[config.mk]
export PLATFORM = sky130hd
export DESIGN_NAME = uart_tx_feeder
export DESIGN_NICKNAME = d
export VERILOG_FILES = /design/src/rtl/uart_pkg.sv /design/src/rtl/uart_sync_fifo.sv /design/src/rtl/uart_tx_feeder.sv
export SDC_FILE = /design/constraint.sdc
export NUM_CORES = 1
export LEC_CHECK = 0
export BUFFER_PORTS_ARGS = -buffer_cell sky130_fd_sc_hd__clkbuf_2
export CORE_AREA = 5 5 91 93
export DETAILED_ROUTE_END_ITERATION = 8
export DIE_AREA = 0 0 96 98
export PLACE_DENSITY = 0.84
export SLEW_MARGIN = 40
export SYNTH_ARGS = -nofsm -noshare
export SYNTH_HDL_FRONTEND = slang
export SYNTH_HIERARCHICAL = 1
export SYNTH_SLANG_ARGS = --single-unit
[constraint.sdc]
create_clock -name clk -period 3.3 [get_ports clk]
set_input_delay 0.33 -clock clk [delete_from_list [all_inputs] [get_ports clk]]
set_output_delay 0.33 -clock clk [all_outputs]
set_load 0.005 [all_outputs]
[src/rtl/uart_pkg.sv]
// Shared types and constants for the UART transmit path: feeder FSM states,
// READY/BUSY polarity of the Tx request port and the data word width.
`ifndef WORD_LENGTH
`define WORD_LENGTH 8
`endif

package uart_pkg;

    // Word width normally comes from globals.vh; 8 bits when it is not defined.
    localparam int WORD_LENGTH = `WORD_LENGTH;

    localparam logic TX_READY = 1'b1;
    localparam logic TX_BUSY  = 1'b0;

    typedef enum logic [1:0] {
        IDLE = 2'd0,
        REQ  = 2'd1,
        WAIT = 2'd2
    } feeder_state_t;

endpackage

[src/rtl/uart_sync_fifo.sv]
// Small synchronous FIFO with a show-ahead head (dout is always the oldest entry).
// Pushes while full and pops while empty are ignored.
module uart_sync_fifo #(
    parameter int DEPTH = 8,
    parameter int WIDTH = 8
) (
    input  logic                       clk,
    input  logic                       rst,
    input  logic                       push,
    input  logic                       pop,
    input  logic [WIDTH-1:0]           din,
    output logic [WIDTH-1:0]           dout,
    output logic                       full,
    output logic                       empty,
    output logic [$clog2(DEPTH+1)-1:0] count
);

    localparam int AW = $clog2(DEPTH);
    localparam int CW = $clog2(DEPTH+1);

    logic [WIDTH-1:0] mem [DEPTH];
    logic [AW-1:0]    wr_ptr;
    logic [AW-1:0]    rd_ptr;
    logic             do_push;
    logic             do_pop;

    // A push is refused while full even if a pop frees a slot on the same edge.
    assign do_push = push && !full;
    assign do_pop  = pop && !empty;

    assign full  = (count == CW'(DEPTH));
    assign empty = (count == '0);
    assign dout  = mem[rd_ptr];

    always_ff @(posedge clk) begin
        if (do_push) begin
            mem[wr_ptr] <= din;
        end
    end

    always_ff @(posedge clk or posedge rst) begin
        if (rst) begin
            wr_ptr <= '0;
            rd_ptr <= '0;
            count  <= '0;
        end else begin
            if (do_push) begin
                wr_ptr <= wr_ptr + AW'(1);
            end
            if (do_pop) begin
                rd_ptr <= rd_ptr + AW'(1);
            end
            case ({do_push, do_pop})
                2'b10:   count <= count + CW'(1);
                2'b01:   count <= count - CW'(1);
                default: count <= count;
            endcase
        end
    end

endmodule

[src/rtl/uart_tx_feeder.sv]
// Buffers host bytes and hands them one at a time to the UART Tx request port,
// dropping a byte whose request is not accepted within REQ_TIMEOUT cycles.
module uart_tx_feeder
    import uart_pkg::*;
#(
    parameter int DEPTH       = 8,
    parameter int REQ_TIMEOUT = 1023
) (
    input  logic                       clk,
    input  logic                       rst,
    input  logic                       wr_en,
    input  logic [WORD_LENGTH-1:0]     wr_data,
    output logic                       full,
    output logic                       empty,
    output logic [$clog2(DEPTH+1)-1:0] count,
    output logic                       overflow,
    output logic                       UART_Tx_RQST,
    output logic [WORD_LENGTH-1:0]     Tx_DATA,
    input  logic                       UART_Tx_READY_BUSY,
    output logic                       tx_timeout
);

    localparam int TW = $clog2(REQ_TIMEOUT+1);

    feeder_state_t          state;
    feeder_state_t          state_next;
    logic [TW-1:0]          timer;
    logic [TW-1:0]          timer_next;
    logic                   rqst_next;
    logic [WORD_LENGTH-1:0] data_next;
    logic                   timeout_next;
    logic                   pop;
    logic                   ready;
    logic                   req_expired;
    logic [WORD_LENGTH-1:0] head;

    assign ready = UART_Tx_READY_BUSY;
    // The current REQ edge is the REQ_TIMEOUT-th one without acceptance.
    assign req_expired = (timer == TW'(REQ_TIMEOUT - 1));

    uart_sync_fifo #(
        .DEPTH (DEPTH),
        .WIDTH (WORD_LENGTH)
    ) u_fifo (
        .clk   (clk),
        .rst   (rst),
        .push  (wr_en),
        .pop   (pop),
        .din   (wr_data),
        .dout  (head),
        .full  (full),
        .empty (empty),
        .count (count)
    );

    always_ff @(posedge clk or posedge rst) begin
        if (rst) begin
            state        <= IDLE;
            timer        <= '0;
            UART_Tx_RQST <= 1'b0;
            Tx_DATA      <= '0;
            tx_timeout   <= 1'b0;
            overflow     <= 1'b0;
        end else begin
            state        <= state_next;
            timer        <= timer_next;
            UART_Tx_RQST <= rqst_next;
            Tx_DATA      <= data_next;
            tx_timeout   <= timeout_next;
            overflow     <= wr_en && full;
        end
    end

    always_comb begin
        state_next = state;
        case (state)
            IDLE: begin
                if (!empty && ready == TX_READY) begin
                    state_next = REQ;
                end
            end
            REQ: begin
                if (ready == TX_BUSY) begin
                    state_next = WAIT;
                end else if (req_expired) begin
                    state_next = IDLE;
                end
            end
            WAIT: begin
                if (ready == TX_READY) begin
                    state_next = IDLE;
                end
            end
            default: state_next = IDLE;
        endcase
    end

    // Next values of the registered outputs; Tx_DATA holds its last byte by default.
    always_comb begin
        rqst_next    = UART_Tx_RQST;
        data_next    = Tx_DATA;
        timer_next   = timer;
        timeout_next = 1'b0;
        pop          = 1'b0;
        case (state)
            IDLE: begin
                if (!empty && ready == TX_READY) begin
                    data_next  = head;
                    rqst_next  = 1'b1;
                    timer_next = '0;
                end
            end
            REQ: begin
                if (ready == TX_BUSY) begin
                    pop       = 1'b1;
                    rqst_next = 1'b0;
                end else if (req_expired) begin
                    pop          = 1'b1;
                    rqst_next    = 1'b0;
                    timeout_next = 1'b1;
                end else begin
                    timer_next = timer + TW'(1);
                end
            end
            WAIT: begin
                rqst_next = 1'b0;
            end
            default: begin
                rqst_next = 1'b0;
            end
        endcase
    end

endmodule

==> results of run 1 <==
## registers in the layout (all words and copies together) (netlist names)
signal / cells
Tx_DATA: 8
UART_Tx_RQST: 1
overflow: 1
state: 2
timer: 10
tx_timeout: 1
u_fifo/count: 4
u_fifo/mem: 64
u_fifo/rd_ptr: 3
u_fifo/wr_ptr: 3
## metal layers
layer / GRT usage / wire length (um) / vias to the layer above
li1: - / - / 1086
met1: 0.2379 / 3185 / 1171
met2: 0.2730 / 3837 / 65
met3: 0.03082 / 306 / 13
met4: 0.07877 / 122 / 0
met5: 0 / 0 / -
## Yosys cell counts, drive strengths merged (2+ instances only)
cell / instances
xnor2: 5
nor3: 2
clkbuf: 2
or4b: 2
inv: 11
a21oi: 8
nor2: 13
buf: 7
o21ai: 2
a31oi: 8
ha: 7
mux4: 16
nand4: 3
o211ai: 2
nor3b: 2
and2: 3
nand2b: 5
edfxtp: 64
nand3: 6
nand2: 12
and3: 6
dfrtp: 33
and4: 2
mux2: 19
o21a: 2
## worst register-to-register path, cell delays in order, from the launching register on
cell and delay (ns):
dfrtp_1 0.43, inv_1 0.12, ha_1 0.20, nand4_4 0.15, o211a_4 0.34, nor2_1 0.15, o41ai_2 0.12, inv_1 0.11
ha_1 0.19, ha_1 0.28, or4b_2 0.61, o311ai_0 0.13, o211ai_1 0.12
## worst paths after layout
path                                 startpoint                     endpoint  slack, ns
max in group asynchronous                   rst         timer[8]$_DFFE_PP0P_       2.42
max reg2reg                timer[0]$_DFFE_PP0P_  u_fifo/count[3]$_DFFE_PP0P_       0.22
max                        timer[0]$_DFFE_PP0P_  u_fifo/count[3]$_DFFE_PP0P_       0.22
min                          UART_Tx_READY_BUSY         state[1]$_DFFE_PP0P_       0.17
min in group asynchronous                   rst  u_fifo/count[2]$_DFFE_PP0P_       0.50
min reg2reg                timer[3]$_DFFE_PP0P_         timer[3]$_DFFE_PP0P_       0.50
## timing repair
action,in CTS,in global routing
hold endpoints to repair,33,0
gates resized for setup,0,0
hold buffers,1,0
## layout make-up
class	count	area share
sequential	97	0.5794
multi-input combinational	141	0.2935
timing repair buffer	36	0.04272
tap	102	0.02690
clock buffer	9	0.02611
clock inverter	7	0.02268
inverter	11	0.008703
## metrics by stage
stage          std cells  setup slack, ns  utilization  total power, mW
3_5_place_dp         386           0.2701       0.6032            2.928
3_3_place_gp         386           0.3788       0.6028            2.872
6_report             403           0.2200       0.6371            3.727
4_1_cts              403           0.2095       0.6356            3.764
2_1_floorplan        258           0.1076            -            2.587
5_1_grt              403          0.04151       0.6371            3.955
## where the power goes
part	internal [mW]	switching, mW
Sequential	1.57	0.276
Combinational	0.587	0.471
Clock	0.378	0.446
## kinds of logic (layout without fill, tap and decap cells)
logic type	Yosys count	in the layout
and+or+nand+nor	62	62
muxes	36	36
AOI/OAI and AO/OA	29	29
DFF	97	97
buffers and inverters	20	63
xor gates and xnor gates	6	6
adders and majority gates	8	8
==> results.cfg, run 1 <==
[grt]
grt_pass1_vias = 2356
grt_pass1_wl_mm = 12.11
grtUsageTotal = 0.1744
antenna_found_initial = 0
grt_max_degree = 24
grt_overflow_total = 0

[synthesis]
synth_compound_area_frac = 0.05019
synthAdderAreaFrac = 0.02539
ys_types = 52
synth_edf_count = 64
yosys.area_share.xor_xnor = 0.01240
synthCells = 258
synth_top_family_by_area = multiplexers
synth_top_area_frac = 0.4535
syn_nets = 278
ys_async_sr_fraction = 0.3402
ys_ff_latch = 97
syn_area_sq_mm = 0.004238
synth_seq_area_share = 0.6484
yosysTopAreaCell = edfxtp_1
ys_warn_count = 6
synth_area_leaders = edfxtp_1 45%, dfrtp_1 19%, mux4_1 9.9%
synth_mux_area_frac = 0.1529
yosys.area_share.simple = 0.08474
ys.flop_type = edfxtp_1
synth.avg_cell_area_sq_um = 16.43

[route]
vias = 2335
drt_iter0_drc = 107
vias_per_cell = 5.794
drc = 0
drtAntennaViolNets = 0
wl_per_cell_um = 18.49
routed_wl_mm = 7.452
drtPass1Iterations = 4

[placement]
port_buffers = 28
post_dp_cell_area_sq_mm = 0.004492
gp_congestion = 0.8295
hpwlAfterDp_mm = 5.077

[timing]
skew_ns = 0.01189
finalSetupViolCount = 0
hold_violations = 0
finalCritPeriodShare = 0.9333
slew_headroom = 0.4561
min_period_ns = 3.080
totalNegativeSetupSlack_ns = 0
max_freq_mhz = 324.7
rsz0062_at_grt = false
worstMarginPinSlew_ns = 0.8128
slew_viol_final = 0
whs_ns = 0.1699

[critical_path]
critPathBufInv = 2
path_class = flop to flop
cp_common_cell = ha_1
end_kind = flop
cp_max_fo = 12
critPathSlowestCell = or4b_2
path_delay_family = simple AND/OR/NAND/NOR gates
crit_path_start_kind = flop
cpPeakStageDelay_ns = 0.61
path_cells = inv_1, ha_1, nand4_4, o211a_4, nor2_1, o41ai_2, inv_1, ha_1, ha_1, or4b_2, o311ai_0, o211ai_1
cp.depth = 12
critPathRequiredTime_ns = 3.54
ff2ff_path_depth = 12
crit_arrival_ns = 3.32

[layout]
fill_cells = 517
nets = 316
drive_gt1_frac = 0.2890
antenna_cells = 0
area_delta_synth_final_pct = 11.96
multi_input_area_sq_mm = 0.001393
final_cell_area_sq_mm = 0.004745
final_cell_mix = 64 x edfxtp_1, 32 x dfrtp_1, 28 x clkbuf_2, 18 x mux2_2, 16 x mux4_1
final-seq-area_sq_mm = 0.002749
final_common_cell = edfxtp_1

[power]
power.density_mw_per_mm2 = 785.5
p_leak_nw = 1.857
ir_drop_mv = 0.3557

[floorplan]
core-area_sq_mm = 0.007447
rows = 32
pin_count = 29
dieArea_sq_mm = 0.009408
fp.dieW_um = 96
fp.dieH_um = 98
start_util = 0.5691

[run]
drv_cap = 0

[status]
status = complete, no violations

[cts]
cts_buffers = 9
cts_tree = yes
clock-sinks = 97
clk_pin_slew_ns = 0.10
cts_setup_buffers = 0
cts_root_buf = clkbuf_8
h-tree-depth = 3
clockBufferDepth = 2
clk_latency_ns = 0.36

[worst_hold_path]
holdPathStages = 2
hold_path_class = input port to flop
Power figures use the tool's default switching activity.
==> inputs of run 2 (changes only) <==
ABC_AREA = 1   (was not set)
CORE_AREA = 2 2 91 93   (was 5 5 91 93)
DIE_AREA = 0 0 93 95   (was 0 0 96 98)
==> run 2 against run 1 <==
Net effect: combinational power up 40%; via count grew 35%; design area grew 5.1%; critical path type unchanged; critical endpoint unchanged.
==> results.cfg, run 2 <==
[critical_path]
cp_max_fo = 6
crit_path_start_kind = flop
ff2ff_path_depth = 17
reg2reg_setup_slack_ns = 0.60
r2r-start = timer[0]$_DFFE_PP0P_
rr_endpoint = u_fifo/count[3]$_DFFE_PP0P_
crit_arrival_ns = 2.95
path_class = flop to flop
critPathRequiredTime_ns = 3.55
end_kind = flop

[placement]
port_buffers = 28
dp_slack_ns = 0.6459
gp_congestion = 0.8223
hpwlAfterDp_mm = 5.757

[grt]
grtUsageTotal = 0.2116
grt_overflow_total = 0
grt_pass1_wl_mm = 14.08
grt_pass1_vias = 2970
antenna_found_initial = 0
grt_max_degree = 64

[power]
internal_power_mw = 2.390
power.switching_mw = 1.567
power.density_mw_per_mm2 = 793.6
p_clk_frac = 0.180
comb_power_share = 0.374
swShare = 0.3960
ir_drop_mv = 0.3552
seq_power_share = 0.446
p_leak_nw = 2.329

[layout]
largest_reg_flops = 64
drive_gt1_frac = 0.1587
antenna_cells = 0
utilization = 0.6289
final_common_cell = nand2_1
nets = 538
multi_input_area_sq_mm = 0.001476
final-seq-area_sq_mm = 0.002748
area_delta_synth_final_pct = 9.298
top_register = u_fifo/mem
fill_cells = 619
largestRegisters = u_fifo/mem: 64 flops, timer: 10 flops, Tx_DATA: 8 flops
final_cell_mix = 162 x nand2_1, 71 x nor2_1, 64 x edfxtp_1, 61 x inv_1, 33 x dfrtp_1

[synthesis]
ys_warn_count = 6
synth_top_area_frac = 0.4213
synth_area_leaders = edfxtp_1 42%, dfrtp_1 18%, nand2_1 13%
synthCells = 482
ys_async_sr_fraction = 0.3402
synth_edf_count = 64
ys_ff_latch = 97
synth.avg_cell_area_sq_um = 9.464
synth_commonest_cells = 162 x nand2_1, 71 x nor2_1, 64 x edfxtp_1
syn_nets = 502
yosysMostFrequentCell = nand2_1
syn_area_sq_mm = 0.004562
yosysTopAreaCell = edfxtp_1
synth_seq_area_share = 0.6023
ys_types = 31
ys.flop_type = edfxtp_1

[timing]
finalCritPeriodShare = 0.8170
max_freq_mhz = 370.9
worstMarginPinSlew_ns = 0.7805
skew_ns = 0.01089
rsz0062_at_grt = false
totalNegativeSetupSlack_ns = 0
slew_headroom = 0.4757
hold_violations = 0
min_period_ns = 2.696
slew_viol_final = 0
finalSetupViolCount = 0
finalWorstSetupSlack_ns = 0.6039

[floorplan]
dieArea_sq_mm = 0.008835
core-area_sq_mm = 0.007928
pin_count = 29
fp.dieW_um = 93
rows = 33
start_util = 0.5754
fp.dieH_um = 95

[cts]
cts_buffers = 9
clock-sinks = 97
cts_root_buf = clkbuf_8
clk_pin_slew_ns = 0.10
cts_tree = yes
clockBufferDepth = 2
clk_latency_ns = 0.36
cts_setup_buffers = 0
h-tree-depth = 3

[route]
drc = 0
vias = 3163
drt_iter0_drc = 270
wl_per_cell_um = 13.81
vias_per_cell = 5.037
drtAntennaViolNets = 0
drtPass1Iterations = 6
routed_wl_mm = 8.674

[worst_hold_path]
hold_path_class = input port to flop
holdPathStages = 2
hp-start = UART_Tx_READY_BUSY
hold_end = state[1]$_DFFE_PP0P_

[status]
status = complete, no violations

[run]
drv_cap = 0
-- run 2: cell types whose count changed in the layout (fill, tap and decap cells not counted), sizes merged, moves of 4 or more --
| cell | change |
|---|---|
| nand2 | +157 |
| nor2 | +62 |
| inv | +53 |
| mux4 | -16 |
| mux2 | -11 |
| nand3 | +11 |
| o21ai | +9 |
| a31oi | -8 |
| a21oi | -7 |
| and3 | -6 |
| nor3 | +6 |
| nand2b | -5 |
| clkinv | -4 |
-- run 2: power groups by stage --
stage,clock (mW),combinational [mW],sequential (mW)
2_1_floorplan,0,1.17,1.71
3_3_place_gp,0,1.37,1.78
3_5_place_dp,0,1.46,1.79
4_1_cts,0.722,1.48,1.77
5_1_grt,0.770,1.67,1.80
6_report,0.711,1.48,1.77
-- run 2: layout make-up --
class	count	area share
well taps	105	0.02635
inverters	63	0.04743
flip-flops and latches	97	0.5511
clock buffers	10	0.02560
multi-input cells	309	0.2961
clock inverters	6	0.009787
repair buffers	38	0.04366
-- run 2: worst max path at each step --
stage | from | endpoint | depth (start not counted)
final | timer[0]$_DFFE_PP0P_ | u_fifo/count[3]$_DFFE_PP0P_ | 17
after global routing | timer[0]$_DFFE_PP0P_ | u_fifo/count[3]$_DFFE_PP0P_ | 17
after CTS | timer[0]$_DFFE_PP0P_ | u_fifo/count[3]$_DFFE_PP0P_ | 17
after detailed placement | timer[0]$_DFFE_PP0P_ | u_fifo/count[3]$_DFFE_PP0P_ | 17
after global placement | timer[0]$_DFFE_PP0P_ | u_fifo/count[3]$_DFFE_PP0P_ | 17
after floorplan | timer[0]$_DFFE_PP0P_ | u_fifo/count[3]$_DFFE_PP0P_ | 17
-- run 2: repair_timing --
action,in CTS,in global routing
endpoints found under the hold margin,33,0
gates resized for setup,0,0
endpoints found under the setup margin,0,0
hold buffers,1,0
-- run 2: logic make-up (layout without fill, tap and decap cells) --
group | Yosys count | after routing | share of synthesized area
AO/OA/AOI/OAI | 13 | 13 | 0.01810
XOR/XNOR | 7 | 7 | 0.01344
adder cells (fa/ha/maj) | 8 | 8 | 0.02359
buffers and inverters | 76 | 117 | 0.07624
flip-flops | 97 | 97 | 0.6023
multiplexers | 8 | 8 | 0.01975
AND/OR/NAND/NOR | 273 | 273 | 0.2466
-- run 2: worst max-delay path, cell delays in order (launching register included) --
cell,delay [ns]
dfrtp_1,0.46
inv_1,0.09
ha_1,0.14
nand3_1,0.07
nor2_1,0.17
nand2_1,0.09
nand2_1,0.13
nand2_1,0.08
nor2_1,0.10
nand2_1,0.13
inv_1,0.11
ha_1,0.23
ha_1,0.27
or2_2,0.29
nand2_1,0.07
nand2_1,0.05
nand3_1,0.06
nand2_1,0.05
-- run 2: metrics by stage --
step           hold slack [ns]  cell area, sq um  power, mW  std cells
2_1_floorplan           0.1702              4562      2.887        482
3_3_place_gp            0.3181              4790      3.149        611
3_5_place_dp            0.3377              4795      3.251        611
4_1_cts                 0.1410              4981      3.965        628
5_1_grt                 0.1383              4986      4.240        628
6_report                0.1526              4986      3.957        628
-- run 2: layer usage --
layer	routed length, um	global-route usage	vias up
met3	568	0.05028	21
li1	-	-	1576
met2	4293	0.3484	88
met1	3634	0.2664	1478
met5	0	0	-
met4	178	0.1005	0
==> inputs of run 3 (changes only) <==
CORE_AREA = 2 2 95 97   (was 2 2 91 93)
DIE_AREA = 0 0 97 99   (was 0 0 93 95)
PLACE_DENSITY = 0.81   (was 0.84)
clock period = 2.44 ns   (was 3.3 ns; I/O delays follow)
==> run 3 against run 2 <==
Net effect: largest power group unchanged; first-iteration DRC count fell by 41%; critical path depth did not move; worst hold slack got worse by 0.075 ns; power rose by 41%; clock power rose by 49%; highest routed layer unchanged; global-route usage fell by 2.0 points; via count rose by 0.47%; sequential share of layout area fell by 1.4 points; non-clock buffer count rose by 12; critical endpoint unchanged; critical path type unchanged; die area rose by 8.7%.
==> results.cfg, run 3 (synthesis gave the netlist of run 2 again) <==
[layout]
final_cells = 643
antenna_cells = 0
largestRegisters = u_fifo/mem: 64 flops, timer: 10 flops, Tx_DATA: 8 flops
nets = 550
largest_reg_flops = 64
final_cell_mix = 160 x nand2_1, 70 x nor2_1, 64 x edfxtp_1, 60 x inv_1, 32 x dfrtp_1
area_delta_synth_final_pct = 12.18
final_common_cell = nand2_1
fill_cells = 673
final-seq-area_sq_mm = 0.002749
top_register = u_fifo/mem
drive_gt1_frac = 0.1869
final_cell_area_sq_mm = 0.005117
multi_input_area_sq_mm = 0.001489

[critical_path]
cp_common_cell = nand2_1
path_class = flop to flop
crit_path_start_kind = flop
reg2reg_setup_slack_ns = 0.14
cp-endpoint = u_fifo/count[3]$_DFFE_PP0P_
cp_max_fo = 4
r2r-start = timer[0]$_DFFE_PP0P_
path_cells = inv_1, ha_1, nand3_1, nor2_2, nand2_2, nand2_2, nand2_1, nor2_1, nand2_1, inv_2, ha_4, ha_1, or2_4, nand2_1, nand2_1, nand3_1, nand2_1
critPathSlowestCell = dfrtp_1
end_kind = flop
rr_endpoint = u_fifo/count[3]$_DFFE_PP0P_
cpPeakStageDelay_ns = 0.39
critPathRequiredTime_ns = 2.70
ff2ff_path_depth = 17
critPathBufInv = 2
path_delay_family = simple AND/OR/NAND/NOR gates
startpoint = timer[0]$_DFFE_PP0P_
crit_arrival_ns = 2.56
cp.depth = 17

[timing]
skew_ns = 0.01643
slew_headroom = 0.6803
slew_viol_final = 0
finalSetupViolCount = 0
worstMarginPinSlew_ns = 0.4789
max_freq_mhz = 435.2
min_period_ns = 2.298
hold_violations = 0
finalCritPeriodShare = 0.9416

[grt]
grt_pass1_vias = 3016
antenna_found_initial = 0
grtUsageTotal = 0.1913
grt_max_degree = 35
grt_pass1_wl_mm = 14.32
grt_overflow_total = 0

[power]
p_clk_frac = 0.189
comb_power_share = 0.398
ir_drop_mv = 0.4851
seq_power_share = 0.412
power.density_mw_per_mm2 = 1091
internal_power_mw = 3.455
p_leak_nw = 2.403
swShare = 0.3812
power.switching_mw = 2.128

[cts]
clk_pin_slew_ns = 0.10
cts_buffers = 9
h-tree-depth = 3
clock-sinks = 97
clk_latency_ns = 0.36
cts_root_buf = clkbuf_8
cts_tree = yes
clockBufferDepth = 2

[placement]
gp_congestion = 0.7664
dp_cells = 625
post_dp_cell_area_sq_mm = 0.004877
port_buffers = 28
hpwlAfterDp_mm = 5.754

[status]
status = complete, no violations

[run]
drv_cap = 0

[floorplan]
pin_count = 29
fp.dieW_um = 97
dieArea_sq_mm = 0.009603
start_util = 0.5335
rows = 34
fp.dieH_um = 99
core-area_sq_mm = 0.008551

[route]
routed_wl_mm = 8.841
vias = 3178
drt_iter0_drc = 160
drtPass1Iterations = 4
drtAntennaViolNets = 0
vias_per_cell = 4.942
drc = 0
wl_per_cell_um = 13.75

[worst_hold_path]
hold_path_class = input port to flop
[run 3: worst min path at each step]
stage,start,endpoint,slack [ns],cells past startpoint
global placement,rst,u_fifo/count[0]$_DFFE_PP0P_,0.23,2
CTS,UART_Tx_READY_BUSY,state[1]$_DFFE_PP0P_,0.06,2
global route,UART_Tx_READY_BUSY,state[1]$_DFFE_PP0P_,0.07,2
detailed placement,rst,u_fifo/count[0]$_DFFE_PP0P_,0.25,2
floorplan,rst,u_fifo/count[0]$_DFFE_PP0P_,0.08,1
finish,UART_Tx_READY_BUSY,state[1]$_DFFE_PP0P_,0.08,2
[run 3: repair_timing]
action,in CTS,in global routing
buffers inserted,0,1
resized for setup,0,9
hold buffers,1,0
endpoints found under the hold margin,33,0
setup endpoints to repair,0,3
[run 3: cell type report]
cell class | count | share of cell area
multi-input combinational | 309 | 0.2910
clock buffer | 9 | 0.02421
timing repair buffer | 50 | 0.06015
clock inverter | 7 | 0.01491
sequential | 97 | 0.5372
tap | 108 | 0.02641
inverter | 63 | 0.04621
[run 3: per-stage QoR]
step | total power [mW] | utilization | worst slack [ns] | setup TNS [ns] | hold WS, ns
after floorplan | 3.905 | - | 0.03881 | 0 | 0.08418
after global placement | 4.373 | 0.5704 | 0.1628 | 0 | 0.2323
after detailed placement | 4.495 | 0.5704 | 0.05994 | 0 | 0.2496
after CTS | 5.567 | 0.5950 | 0.02018 | 0 | 0.06276
after global routing | 6.005 | 0.5985 | -0.01642 | -0.03020 | 0.07235
final | 5.583 | 0.5985 | 0.1424 | 0 | 0.07793
[run 3: worst reg2reg max path, delay by kind of cell (launching register included)]
kind | cells | cell delay, ns
simple gates | 12 | 1.13
fa+ha+maj | 3 | 0.54
flops | 1 | 0.39
buf+inv | 2 | 0.15
[run 3: layer usage]
layer | wire length, um | track usage | vias to the layer above
met5 | 0 | 0 | -
li1 | - | - | 1598
met4 | 157 | 0.06717 | 0
met1 | 3741 | 0.2392 | 1498
met3 | 342 | 0.03901 | 13
met2 | 4599 | 0.3333 | 69
[run 3: power by group through the flow]
| stage | sequential [mW] | clock, mW | combinational [mW] |
|---|---|---|---|
| 6_report | 2.30 | 1.06 | 2.22 |
| 4_1_cts | 2.30 | 1.08 | 2.19 |
| 2_1_floorplan | 2.32 | 0 | 1.59 |
| 3_3_place_gp | 2.31 | 0 | 2.06 |
| 5_1_grt | 2.33 | 1.14 | 2.53 |
| 3_5_place_dp | 2.33 | 0 | 2.16 |
